`config.mk`:
```
export PLATFORM = sky130hd
export DESIGN_NAME = vnu
export DESIGN_NICKNAME = d
export VERILOG_FILES = /design/src/rtl/vnu_pkg.sv /design/src/rtl/vnu_sat.sv /design/src/rtl/vnu.sv
export SDC_FILE = /design/constraint.sdc
export NUM_CORES = 1
export LEC_CHECK = 0
export ABC_AREA = 1
export CAP_MARGIN = 10
export CELL_PAD_IN_SITES_DETAIL_PLACEMENT = 0
export CELL_PAD_IN_SITES_GLOBAL_PLACEMENT = 1
export CORE_MARGIN = 2
export CORE_UTILIZATION = 43
export CTS_BUF_LIST = sky130_fd_sc_hd__clkbuf_4
export DETAILED_ROUTE_END_ITERATION = 12
export HOLD_SLACK_MARGIN = 0.02
export PLACE_DENSITY = 0.89
export SYNTH_ARGS = -nofsm -noshare
export SYNTH_HDL_FRONTEND = slang
export SYNTH_SLANG_ARGS = --single-unit
```
`constraint.sdc`:
```
create_clock -name clk -period 3.6 [get_ports clk]
set_clock_uncertainty 0.2 [all_clocks]
set_input_delay 0.72 -clock clk [delete_from_list [all_inputs] [get_ports clk]]
set_output_delay 0.72 -clock clk [all_outputs]
set_load 0.005 [all_outputs]
```
`src/rtl/vnu_pkg.sv`:
```
// Shared decoder package: message widths and saturation bounds used by the
// variable-node unit, the check-node unit and the message-routing network.
package vnu_pkg;

    // Default code parameters for the decoder build
    localparam int unsigned DEG_DEF   = 3;
    localparam int unsigned RES_W_DEF = 8;
    localparam int unsigned EXT_W_DEF = 3;

    // Width of a q message: r precision plus the extra guard bits
    function automatic int unsigned data_w_f(input int unsigned res_w,
                                             input int unsigned ext_w);
        return res_w + ext_w;
    endfunction

    // Accumulator width that cannot overflow for llr plus deg messages
    function automatic int unsigned sum_w_f(input int unsigned data_w,
                                            input int unsigned deg);
        return data_w + int'($clog2(deg + 1)) + 1;
    endfunction

    // Positive saturation rail for a signed width w (symmetric range)
    function automatic longint sat_max_f(input int unsigned w);
        return (longint'(1) << (w - 1)) - longint'(1);
    endfunction

    localparam int unsigned DATA_W_DEF = data_w_f(RES_W_DEF, EXT_W_DEF);
    localparam int unsigned SUM_W_DEF  = sum_w_f(DATA_W_DEF, DEG_DEF);

endpackage : vnu_pkg

```
`src/rtl/vnu_sat.sv`:
```
// Symmetric signed saturation from IN_SIZE down to OUT_SIZE bits; the most
// negative OUT_SIZE code is never produced.
module sat
    import vnu_pkg::*;
#(
    parameter int unsigned IN_SIZE  = SUM_W_DEF,
    parameter int unsigned OUT_SIZE = DATA_W_DEF
) (
    input  logic signed [IN_SIZE-1:0]  din_i,
    output logic signed [OUT_SIZE-1:0] dout_c
);

    localparam logic signed [IN_SIZE-1:0] MAX_V = IN_SIZE'(sat_max_f(OUT_SIZE));
    localparam logic signed [IN_SIZE-1:0] MIN_V = -MAX_V;

    // Clamp to +/-MAX_V, otherwise pass the low bits through unchanged
    always_comb begin
        dout_c = OUT_SIZE'(din_i);
        if (din_i > MAX_V) begin
            dout_c = OUT_SIZE'(MAX_V);
        end else if (din_i < MIN_V) begin
            dout_c = OUT_SIZE'(MIN_V);
        end
    end

endmodule : sat

```
`src/rtl/vnu.sv`:
```
// Variable-node unit: sums the channel LLR with D check messages and returns
// D extrinsic messages plus a hard decision through a 2-stage pipeline.
module vnu
    import vnu_pkg::*;
#(
    parameter  int unsigned D      = DEG_DEF,
    parameter  int unsigned res_w  = RES_W_DEF,
    parameter  int unsigned ext_w  = EXT_W_DEF,
    localparam int unsigned data_w = data_w_f(res_w, ext_w),
    parameter  int unsigned llr_w  = data_w
) (
    input  logic                  clk,
    input  logic                  rst,
    input  logic                  en,
    input  logic                  ld,
    input  logic [llr_w-1:0]      llr_in,
    input  logic                  init,
    input  logic [res_w*D-1:0]    r,
    output logic [data_w*D-1:0]   q,
    output logic                  hd,
    output logic                  vld
);

    localparam int unsigned sum_w = sum_w_f(data_w, D);

    logic signed [data_w-1:0] llr_q;
    logic signed [data_w-1:0] llr_op_c;
    logic signed [res_w-1:0]  rm_c [D];
    logic signed [sum_w-1:0]  total_d;

    logic signed [sum_w-1:0]  total_q;
    logic signed [res_w-1:0]  rm_q [D];

    logic signed [sum_w-1:0]  diff_c [D];
    logic signed [data_w-1:0] sat_c  [D];

    logic signed [data_w-1:0] q_q [D];
    logic                     hd_q;
    logic [1:0]               vld_q;

    // Channel LLR register, loaded sign-extended on accepted ld cycles
    always_ff @(posedge clk or posedge rst) begin
        if (rst) begin
            llr_q <= '0;
        end else if (en && ld) begin
            llr_q <= data_w'($signed(llr_in));
        end
    end

    // Stage 1 operands: LLR bypass on ld, r masked on init, linear sum
    always_comb begin
        llr_op_c = ld ? data_w'($signed(llr_in)) : llr_q;
        total_d  = sum_w'(llr_op_c);
        for (int i = 0; i < int'(D); i++) begin
            rm_c[i] = init ? '0 : $signed(r[i*res_w +: res_w]);
            total_d = total_d + sum_w'(rm_c[i]);
        end
    end

    // Stage 1 register: total and the masked r values it was built from
    always_ff @(posedge clk or posedge rst) begin
        if (rst) begin
            total_q <= '0;
            for (int i = 0; i < int'(D); i++) begin
                rm_q[i] <= '0;
            end
        end else if (en) begin
            total_q <= total_d;
            for (int i = 0; i < int'(D); i++) begin
                rm_q[i] <= rm_c[i];
            end
        end
    end

    // Extrinsic difference per lane, exact in the accumulator width
    always_comb begin
        for (int i = 0; i < int'(D); i++) begin
            diff_c[i] = total_q - sum_w'(rm_q[i]);
        end
    end

    // One saturator per outgoing message
    for (genvar g = 0; g < int'(D); g++) begin : g_lane
        sat #(
            .IN_SIZE  (sum_w),
            .OUT_SIZE (data_w)
        ) u_sat (
            .din_i  (diff_c[g]),
            .dout_c (sat_c[g])
        );
    end

    // Stage 2 register: saturated messages, hard decision, valid shifter
    always_ff @(posedge clk or posedge rst) begin
        if (rst) begin
            for (int i = 0; i < int'(D); i++) begin
                q_q[i] <= '0;
            end
            hd_q  <= 1'b0;
            vld_q <= 2'b00;
        end else if (en) begin
            for (int i = 0; i < int'(D); i++) begin
                q_q[i] <= sat_c[i];
            end
            hd_q  <= total_q[sum_w-1];
            vld_q <= {vld_q[0], 1'b1};
        end
    end

    // Pack registered lanes onto the q bus in the CNU input format
    always_comb begin
        q = '0;
        for (int i = 0; i < int'(D); i++) begin
            q[i*data_w +: data_w] = q_q[i];
        end
    end

    assign hd  = hd_q;
    assign vld = vld_q[1];

endmodule : vnu

```
== Yosys cells after proc, flatten, opt, wreduce, memory -nomap -nowiden ==
Index checks and enable logic that the tools add are counted.

* $add $sub $neg: 6
* Order comparisons: 6
* Multiplexer cells: 10
* Reduce and logical (&&, ||, !) cells: 1

{| class="wikitable"
|+ Operators by type and width
! kind !! number
|-
| $mux 11 || 7
|-
| $gt 14x11->1 const B || 3
|-
| $lt 14x11->1 const B || 3
|-
| $sub 14x8->14 || 3
|-
| $mux 8 || 3
|-
| $add 13x8->14 || 1
|-
| $add 12x8->13 || 1
|-
| $add 11x8->12 || 1
|-
| $logic_and 1x1->1 || 1
|}

* Register bits: 85
* Output and inout bits: 35
* Logic and storage cells: 33

== Longest topological paths before layout ==
Gate-level depths: netlist of run 1.

* Depth after elaboration: 4
* Gate-level depth with buffers: 19
* Mapped depth without buffers: 18

== By module ==
Synthesis of run 1 repeated with hierarchy kept, for this count alone.

* Cells, all modules: 1006
* Area total of the unflattened synthesis: 7043.0 µm²

{| class="wikitable"
|+ By module, submodules not included
! module !! instances !! cells an instance !! area each (µm²) !! seq. area each (µm²)
|-
| vnu || 1 || 904 || 6558.8 || 2127.0
|-
| sat || 3 || 34 || 161.4 || 0.0
|}

== Worst setup path after synthesis of run 1 ==
OpenSTA, ideal clock, no wires.

* Path type: input to register
* Start point: in init
* End point: reg total_q[12]
* Setup time: 0.118 ns
* Data arrival time: 3.522 ns
* Data required time: 3.282 ns
* Path slack: -0.240 ns
* Stages: 17
* Path buffers: 1
* Cell sequence: inv_1 clkbuf_1 nand2_1 fa_1 fa_1 inv_1 ha_1 inv_1 o21bai_1 a21boi_0 nand3_1 nand2_1 inv_1 o21ai_0 nand3b_1 nand3_1 nand2_1

* Word-level cells in the longest chain between the ends: 4
* Elaborated cells between the ends (all ways): 6
* Classes of those cells: add/sub (3); mux (3)

{| class="wikitable"
|+ Ends and longest elaborated chain
! item !! line !! RTL
|-
| start: declaration || vnu.sv:17 || <nowiki>input logic init,</nowiki>
|-
| $mux 8 || vnu.sv:55 || <nowiki>rm_c[i] = init ? '0 : $signed(r[i*res_w +: res_w]);</nowiki>
|-
| $add 11x8->12 || vnu.sv:56 || <nowiki>total_d = total_d + sum_w'(rm_c[i]);</nowiki>
|-
| $add 12x8->13 || vnu.sv:56 ||
|-
| $add 13x8->14 * || vnu.sv:56 ||
|-
| end signal: assignment || vnu.sv:68 || <nowiki>total_q <= total_d;</nowiki>
|-
| end: declaration || vnu.sv:31 || <nowiki>logic signed [sum_w-1:0] total_q;</nowiki>
|}

Every way passes the cells marked *; elsewhere a longest branch is shown, timed or not.
A chain may end at the register's enable or synchronous reset.

== Worst setup path after layout of run 1 ==
* Start point: in llr_in[1]
* End point: reg total_q[11]

* Word-level cells in the longest chain between the ends: 4

{| class="wikitable"
|+ Ends and longest elaborated chain
! item !! line !! RTL
|-
| start: declaration || vnu.sv:16 || <nowiki>input logic [llr_w-1:0] llr_in,</nowiki>
|-
| $mux 11 || vnu.sv:52 || <nowiki>llr_op_c = ld ? data_w'($signed(llr_in)) : llr_q;</nowiki>
|-
| $add 11x8->12 || vnu.sv:56 ||
|-
| $add 12x8->13 || vnu.sv:56 ||
|-
| $add 13x8->14 || vnu.sv:56 ||
|}

Every way passes these cells.

==> results.json, run 1 <==
{
  "crit_path_max_fanout": 3,
  "startpoint_type": "primary input",
  "die_h_um": 135,
  "max_slew_margin": 0.529,
  "yosysUniqueCellTypes": 35,
  "power_density_nw_per_um2": 780,
  "whs_path_depth": 2,
  "dr_wl_met3_um": 793,
  "area_growth_pct": 24.8,
  "critPathRequiredTime_ns": 3.78,
  "dp_slack_ns": -0.793,
  "grt_pass1_vias": 6385,
  "wl_met1_mm": 9.11,
  "fin_crit_ns": 3.47,
  "drive_above_1_share": 0.129,
  "whs_ns": 0.280,
  "dpl.hpwl_mm": 15.2,
  "drv_cap": 0,
  "rsz0062_at_grt": "true",
  "critPathMostFrequentCell": "inv_2",
  "grt_use_total": 0.214,
  "num_antenna_cells": 0,
  "routed_wl_mm": 18.8,
  "end_kind": "flop",
  "postSynthCellCount": 1094,
  "die_area_um2": 18300,
  "cts_max_level": 3,
  "wl_met2_mm": 8.48,
  "cts_tree": "done",
  "cts_root_buffer": "clkbuf_4",
  "routed.top_layer": "met4",
  "reg2reg_from": "llr_q[1]$_DFFE_PP0P_",
  "netlist.area_leader.share": 0.287,
  "drc": 0,
  "layout_setup_ws_ns": 0.135,
  "critical_path_class": "primary input to flop",
  "synth-edff-count": 0,
  "synth.ff_latch_count": 85,
  "dieWidth_um": 135,
  "drt_iter0_drc": 401,
  "grt_start_max_net_pins": 66,
  "hold_violations": 0,
  "core_region_area_um2": 17100,
  "antenna_found_initial": 0,
  "hold_buffers": 0,
  "fmax_mhz": 289,
  "synth.cell_area_um2": 7410,
  "hold_path_class": "flop to flop",
  "whs_endpoint": "vld_q[1]$_DFFE_PP0P_",
  "crit_chain": "clkdlybuf4s50_1, inv_1, nand2_1, o21ai_1, fa_1, fa_1, inv_1, ha_2, inv_2, fa_2, inv_2, a31oi_4, inv_2, a21o_1, a21oi_2, xor2_1, o21ai_1",
  "slowest_delay_ns": 0.49,
  "tightest_slew_ns": 0.706,
  "clkTransAtPathRegs_ns": 0.15,
  "clk-insertion-delay-late_ns": 0.47,
  "arrival_ns": 3.64,
  "peakVddDrop_uv": 308,
  "rr_worst_depth": 14,
  "p_leak_nw": 4.91,
  "detail-route-antenna-nets": 0,
  "tns_ns": 0,
  "worstHoldStart": "vld_q[0]$_DFFE_PP0P_",
  "yosysSeqAreaShare": 0.287,
  "ios": 75,
  "vias": 6935,
  "critPathSlowestCell": "fa_1",
  "async_reset_ff_frac": 1.00,
  "cts_sinks": 85,
  "setup_viol": 0,
  "placementRows": 48,
  "numCtsBuffers": 9,
  "initial_core_util": 0.434,
  "yosys_warnings": 0,
  "ys_top_cells_by_area": "dfrtp_1 29%, nand2_1 20%, inv_1 9.4%",
  "nNetsFinal": 1343,
  "first_pass_iters": 8,
  "yosysTopAreaCell": "dfrtp_1",
  "cts_buffer_depth": 2,
  "io_buffers": 74,
  "rr_endpoint": "total_q[11]$_DFFE_PP0P_",
  "wl_per_cell_um": 13.0,
  "timing.final.crit_share": 0.963,
  "via_per_inst": 4.77,
  "overflow": 0,
  "utilization": 0.542,
  "synth_fp_nets": 1212,
  "reg2reg_slack_ns": 0.43,
  "grt_first_pass_wirelength_mm": 30.8,
  "synth_ff_type": "dfrtp_1",
  "status": "finished clean",
  "report.final.slew_viol_count": 0,
  "syn_area_per_cell_um2": 6.77,
  "gp_congestion": 0.903
}
[layout make-up]
class | count | area [um^2]
well taps | 225 | 282
fillers | 1699 | 7810
inverters | 188 | 709
flip-flops and latches | 85 | 2130
clock buffers | 9 | 67.6
multi-input cells | 799 | 4650
clock inverters | 5 | 101
repair buffers | 142 | 1310
[cell usage after synthesis, drive strengths merged, types with 2 or more instances]
library cell,instances
xor2,8
xnor2,7
nand4,17
a21o,4
clkbuf,17
inv,188
dfrtp,85
a31oi,2
buf,5
ha,52
o21bai,2
a21oi,29
nand2,413
o21a,2
a21boi,4
nand3b,13
nor2,51
or2,3
fa,26
o21ai,88
nand3,73
nor3,3
[repair_timing]
item / in CTS / in global routing
gates cloned: 1 / 0
pin swaps: 13 / 9
endpoints found under the hold margin: 0 / 0
setup buffers: 4 / 3
gates resized for setup: 37 / 9
setup endpoints to repair: 8 / 5
[registers in the layout (all words and copies together), names as in the netlist]
signal and count:
hd 1, llr_q 11, rm_q 24, vld_q 2, total_q 14, q 33
[worst max-delay path: cells and delay by family]
family | cells | cell delay [ns]
and+or+nand+nor | 1 | 0.05
AOI/OAI and AO/OA | 5 | 0.67
xor gates and xnor gates | 1 | 0.15
adders and majority gates | 4 | 1.31
buffers and inverters | 6 | 0.73
[worst max-delay path by stage]
| stage | from | end | slack (ns) | cells past startpoint |
|---|---|---|---|---|
| 2_1_floorplan | init | total_q[11]$_DFFE_PP0P_ | 0.009 | 16 |
| 3_3_place_gp | ld | total_q[12]$_DFFE_PP0P_ | -0.66 | 18 |
| 3_5_place_dp | ld | total_q[11]$_DFFE_PP0P_ | -0.79 | 15 |
| 4_1_cts | llr_in[4] | total_q[11]$_DFFE_PP0P_ | 0.17 | 16 |
| 6_report | llr_in[1] | total_q[11]$_DFFE_PP0P_ | 0.13 | 17 |
| 5_1_grt | r[16] | total_q[13]$_DFFE_PP0P_ | -0.01 | 19 |
[logic make-up (layout without fill, tap and decap cells)]
group / after synthesis / after routing / share of synthesized area
xor+xnor: 15 / 15 / 0.0187
simple gates: 574 / 574 / 0.334
compound gates: 132 / 132 / 0.0949
fa+ha+maj: 78 / 78 / 0.158
buf+inv: 210 / 344 / 0.107
flops: 85 / 85 / 0.287
[metrics by stage]
stage | total power [mW] | instance area [um^2] | cells
finish | 7.21 | 9250 | 1453
global route | 8.03 | 9250 | 1453
CTS | 7.19 | 9200 | 1450
detailed placement | 6.39 | 8830 | 1431
global placement | 6.33 | 8830 | 1431
floorplan | 4.91 | 7450 | 1094
[routing by layer]
metal  vias to the layer above  track usage
met5                         -            0
met4                         0       0.0770
met3                        32       0.0269
met2                       179        0.337
met1                      3042        0.302
li1                       3682            -
[power breakdown]
| part | switching, mW | internal [mW] | leakage [nW] |
|---|---|---|---|
| clock | 0.334 | 0.342 | 0.0855 |
| combinational | 2.93 | 2.08 | 3.81 |
| sequential | 0.269 | 1.25 | 1.02 |
[cell usage in the layout (no fill, tap or decap), types with 3 or more instances in the layout]
| master | instances |
|---|---|
| a21boi_0 | 3 |
| a21o_1 | 4 |
| a21oi_1 | 24 |
| a21oi_2 | 5 |
| buf_12 | 3 |
| buf_4 | 62 |
| bufinv_16 | 3 |
| clkbuf_4 | 9 |
| clkdlybuf4s50_1 | 71 |
| dfrtp_1 | 85 |
| fa_1 | 24 |
| ha_1 | 46 |
| ha_4 | 5 |
| inv_1 | 179 |
| inv_2 | 7 |
| nand2_1 | 384 |
| nand2_2 | 23 |
| nand2_4 | 6 |
| nand3_1 | 65 |
| nand3_2 | 8 |
| nand3b_1 | 13 |
| nand4_1 | 17 |
| nor2_1 | 42 |
| nor2_2 | 9 |
| o21ai_0 | 79 |
| o21ai_1 | 6 |
| o21ai_2 | 3 |
| xnor2_1 | 7 |
| xor2_1 | 7 |
Note: power is estimated with default switching activity, not from simulation.
==> run 2: changes to the inputs <==
--- a/config.mk
+++ b/config.mk
@@ -14,7 +14,7 @@
 export CTS_BUF_LIST = sky130_fd_sc_hd__clkbuf_4
 export DETAILED_ROUTE_END_ITERATION = 12
 export HOLD_SLACK_MARGIN = 0.02
-export PLACE_DENSITY = 0.89
+export PLACE_DENSITY = 0.79
 export SYNTH_ARGS = -nofsm -noshare
 export SYNTH_HDL_FRONTEND = slang
 export SYNTH_SLANG_ARGS = --single-unit
==> results.json, run 2 (synthesis gave the netlist of run 1 again) <==
{
  "nNetsFinal": 1336,
  "tns_ns": 0,
  "timing.final.crit_share": 0.963,
  "hold_buffers": 0,
  "critPathSlowestCell": "fa_1",
  "layout_setup_ws_ns": 0.132,
  "placementRows": 48,
  "critical_path_class": "primary input to flop",
  "drc": 0,
  "vias": 6956,
  "crit_chain": "clkdlybuf4s50_1, inv_1, nand2_1, o21ai_1, fa_1, fa_1, inv_1, ha_2, inv_2, fa_2, inv_2, a31oi_4, inv_2, a21o_1, a21oi_2, xor2_1, o21ai_0",
  "dieWidth_um": 135,
  "die_h_um": 135,
  "grt_start_max_net_pins": 47,
  "worstHoldStart": "vld_q[1]$_DFFE_PP0P_",
  "reg2reg_from": "llr_q[3]$_DFFE_PP0P_",
  "routed_wl_mm": 19.3,
  "io_buffers": 74,
  "utilization": 0.536,
  "initial_core_util": 0.434,
  "end_kind": "flop",
  "first_pass_iters": 5,
  "startpoint_type": "primary input",
  "p_total_mw": 7.10,
  "numCtsBuffers": 9,
  "antenna_found_initial": 1,
  "critical_path_buf_inv_count": 6,
  "whs_endpoint": "vld_q[1]$_DFFE_PP0P_",
  "final_common_cell": "nand2_1",
  "drt_iter0_drc": 310,
  "clkTransAtPathRegs_ns": 0.16,
  "drv_cap": 0,
  "cts_max_level": 3,
  "dp_slack_ns": -0.773,
  "power_density_nw_per_um2": 777,
  "reg2reg_slack_ns": 0.42,
  "cts_buffer_depth": 2,
  "fin_crit_ns": 3.47,
  "cp_top_family": "adder cells",
  "overflow": 0,
  "hold_violations": 0,
  "cts_root_buffer": "clkbuf_4",
  "largest_reg_flops": 33,
  "p_leak_nw": 4.86,
  "rr_endpoint": "total_q[12]$_DFFE_PP0P_",
  "core_region_area_um2": 17100,
  "cts_sinks": 85,
  "wl_per_cell_um": 13.3,
  "slowest_delay_ns": 0.51,
  "area_growth_pct": 23.3,
  "layout_common_cells": "390 x nand2_1, 178 x inv_1, 85 x dfrtp_1",
  "setup_viol": 0,
  "detail-route-antenna-nets": 0,
  "rr_worst_depth": 15,
  "status": "finished clean",
  "arrival_ns": 3.63,
  "cts_tree": "done",
  "gp_congestion": 0.864,
  "critPathMostFrequentCell": "inv_2",
  "via_per_inst": 4.80,
  "clk-insertion-delay-late_ns": 0.48,
  "crit_path_max_fanout": 3,
  "peakVddDrop_uv": 354,
  "grt_use_total": 0.220,
  "die_area_um2": 18300,
  "report.final.slew_viol_count": 0,
  "dpl.hpwl_mm": 15.5,
  "tightest_slew_ns": 0.756,
  "grt_first_pass_wirelength_mm": 31.4,
  "critPathRequiredTime_ns": 3.76,
  "whs_path_depth": 2,
  "fmax_mhz": 288,
  "max_slew_margin": 0.496,
  "grt_pass1_vias": 6496,
  "hold_path_class": "flop to flop",
  "drive_above_1_share": 0.123,
  "ios": 75
}
==> run 2: changes by cell type in the layout (fill, tap and decap cells not counted), sizes merged <==
cell | previous run | this run
bufinv | 3 | 2
clkinvlp | 1 | 2
diode | 0 | 1
buf | 69 | 61
bufbuf | 0 | 1
dlygate4sd2 | 2 | 0
clkbuf | 9 | 10
clkinv | 2 | 5
==> run 2: how the worst max path moves through the flow <==
stage,startpoint,end,slack [ns],depth (start not counted)
after global routing,llr_in[3],total_q[12]$_DFFE_PP0P_,-0.006,18
after floorplan,init,total_q[11]$_DFFE_PP0P_,0.009,16
after global placement,init,total_q[12]$_DFFE_PP0P_,-0.70,17
after CTS,r[23],total_q[12]$_DFFE_PP0P_,0.02,17
final,llr_in[1],total_q[11]$_DFFE_PP0P_,0.13,17
after detailed placement,init,total_q[12]$_DFFE_PP0P_,-0.77,18
==> run 2: layer usage <==
metal | global-route usage | part of all wire
met5 | 0 | 0
met2 | 0.378 | 0.49
met1 | 0.287 | 0.46
met3 | 0.0318 | 0.028
met4 | 0.0671 | 0.022
==> run 2: layout make-up <==
class / count / area (um^2)
antenna: 1 / 2.50
clock buffer: 9 / 67.6
clock inverter: 7 / 90.1
fill: 1780 / 7920
inverter: 188 / 709
multi-input combinational: 799 / 4610
sequential: 85 / 2130
tap: 225 / 282
timing repair buffer: 134 / 1240
timing repair inverter: 1 / 7.51
==> run 2: through the flow <==
step                      cell area, um^2  hold WS (ns)  instances
final                                9140         0.288       1449
after global routing                 9140         0.316       1449
after CTS                            9030         0.292       1447
after detailed placement             8810         0.254       1427
after global placement               8810         0.254       1427
after floorplan                      7450         0.237       1094
==> run 2: where the power goes <==
group          internal (mW)  switching [mW]
clock network          0.278           0.372
logic                   2.04            2.87
registers               1.25           0.289
total                   3.57            3.53
==> run 2: worst reg2reg max path, cell delays in order, from the launching register on <==
cell      delay (ns)
dfrtp_1         0.41
o21ai_0         0.21
fa_1            0.48
fa_1            0.51
inv_1           0.04
ha_2            0.32
a21oi_2         0.18
o21ai_1         0.10
nand2_1         0.09
nand3_2         0.09
nand2_1         0.07
inv_1           0.05
o21ai_2         0.12
nand3b_1        0.09
nand3_1         0.08
nand2_1         0.05
==> run 2: repair_timing <==
| action | CTS | global route |
|---|---|---|
| pin swaps | 2 | 10 |
| cloned | 2 | 0 |
| setup buffers | 2 | 1 |
| endpoints found under the hold margin | 0 | 0 |
| endpoints found under the setup margin | 8 | 7 |
| resized for setup | 11 | 35 |
==> run 3: changes to the inputs <==
--- a/config.mk
+++ b/config.mk
@@ -9,9 +9,9 @@
 export CAP_MARGIN = 10
 export CELL_PAD_IN_SITES_DETAIL_PLACEMENT = 0
 export CELL_PAD_IN_SITES_GLOBAL_PLACEMENT = 1
-export CORE_MARGIN = 2
 export CORE_UTILIZATION = 43
 export CTS_BUF_LIST = sky130_fd_sc_hd__clkbuf_4
+export CTS_CLUSTER_SIZE = 14
 export DETAILED_ROUTE_END_ITERATION = 12
 export HOLD_SLACK_MARGIN = 0.02
 export PLACE_DENSITY = 0.79
==> results.json, run 3 (synthesis gave the netlist of run 1 again) <==
{
  "status": "finished clean",
  "slowest_delay_ns": 0.57,
  "antenna_found_initial": 1,
  "drt_iter0_drc": 413,
  "fmax_mhz": 288,
  "grt_first_pass_wirelength_mm": 32.7,
  "cts_tree": "done",
  "instances_no_fill": 1453,
  "cts_buffer_depth": 2,
  "numCtsBuffers": 9,
  "initial_core_util": 0.444,
  "startpoint_type": "primary input",
  "critical_path_buf_inv_count": 4,
  "dpl.cell_count": 1429,
  "critPathSlowestCell": "clkdlybuf4s50_1",
  "detail-route-antenna-nets": 0,
  "grt_start_max_net_pins": 77,
  "core_region_area_um2": 16700,
  "placementRows": 47,
  "tns_ns": 0,
  "drive_above_1_share": 0.136,
  "arrival_ns": 3.66,
  "setup_viol": 0,
  "peakVddDrop_uv": 371,
  "die_area_um2": 17800,
  "cp.depth": 16,
  "tightest_slew_ns": 1.14,
  "whs_path_depth": 1,
  "ios": 75,
  "nNetsFinal": 1345,
  "critPathMostFrequentCell": "inv_1",
  "timing.final.crit_share": 0.965,
  "area_growth_pct": 25.3,
  "report.final.slew_viol_count": 0,
  "largest_reg_flops": 33,
  "dieWidth_um": 133,
  "hold_path_class": "flop to flop",
  "whs_ns": 0.287,
  "via_per_inst": 4.80,
  "end_kind": "flop",
  "grt_use_total": 0.236,
  "cts_max_level": 3,
  "layout_common_cells": "387 x nand2_1, 179 x inv_1, 85 x dfrtp_1",
  "io_buffers": 74,
  "grt_pass1_vias": 6645,
  "post_dp_cell_area_um2": 8850,
  "cts_root_buffer": "clkbuf_4",
  "first_pass_iters": 7,
  "rr_worst_depth": 14,
  "drv_cap": 0,
  "gp_congestion": 0.849,
  "power_density_nw_per_um2": 775,
  "crit_chain": "clkdlybuf4s50_1, nand2_4, fa_1, fa_1, inv_1, ha_1, inv_1, o21bai_1, a21boi_2, nand3_2, nand2_1, inv_1, o21ai_2, nand3b_1, nand3_1, nand2_1",
  "cts_sinks": 85,
  "die_h_um": 133,
  "fin_area_um2": 9280,
  "hold_violations": 0,
  "max_slew_margin": 0.240,
  "crit_path_max_fanout": 5,
  "critical_path_class": "primary input to flop",
  "dpl.hpwl_mm": 15.9,
  "cp_top_family": "adder cells",
  "routed_wl_mm": 19.9,
  "overflow": 0,
  "hold_buffers": 0,
  "p_leak_nw": 4.95,
  "vias": 6980,
  "multi_input_area_um2": 4660,
  "fillers": 1742,
  "clkTransAtPathRegs_ns": 0.15,
  "critPathRequiredTime_ns": 3.78,
  "clk-insertion-delay-late_ns": 0.48,
  "final_common_cell": "nand2_1",
  "seq_area_um2": 2130,
  "drc": 0,
  "fin_crit_ns": 3.47,
  "wl_per_cell_um": 13.7
}
==> run 3: through the flow <==
step                power (mW)  setup slack, ns  utilization
floorplan                 4.91          0.00854            -
global placement          6.42           -0.698        0.530
detailed placement        6.46           -0.728        0.530
CTS                       7.22           0.0251        0.550
global route              8.06         -0.00206        0.556
finish                    7.20            0.128        0.556
==> run 3: path summary, 6_finish.rpt <==
check	start	endpoint	slack, ns
worst max-delay path	r[15]	total_q[12]$_DFFE_PP0P_	0.13
worst min register to register	vld_q[0]$_DFFE_PP0P_	vld_q[0]$_DFFE_PP0P_	0.29
worst min-delay path	vld_q[0]$_DFFE_PP0P_	vld_q[0]$_DFFE_PP0P_	0.29
min in group asynchronous	rst	q[16]$_DFFE_PP0P_	0.44
worst max register to register	llr_q[1]$_DFFE_PP0P_	total_q[7]$_DFFE_PP0P_	0.37
max in group asynchronous	rst	q[9]$_DFFE_PP0P_	2.02
==> run 3: power by group <==
part	internal [mW]	switching [mW]	leakage, nW
combinational	2.09	2.90	3.85
sequential	1.25	0.295	1.02
clock	0.288	0.376	0.0786
==> run 3: metal layers <==
layer	track usage	share of wire
met1	0.314	0.46
met5	0	0
met4	0.0713	0.015
met3	0.0244	0.023
met2	0.405	0.50
==> run 3: cell type report <==
cell class	instances	area share
Antenna cell	1	0.000270
Clock buffer	10	0.00809
Clock inverter	6	0.00943
Inverter	188	0.0764
Multi-Input combinational cell	799	0.502
Sequential cell	85	0.229
Tap cell	220	0.0296
Timing Repair Buffer	144	0.145
==> run 3: repair_timing <==
action / in CTS / in global routing
endpoints found under the hold margin: 0 / 0
pin swaps: 15 / 15
gates resized for setup: 33 / 25
gates cloned: 2 / 0
setup buffers: 2 / 3
endpoints found under the setup margin: 8 / 8
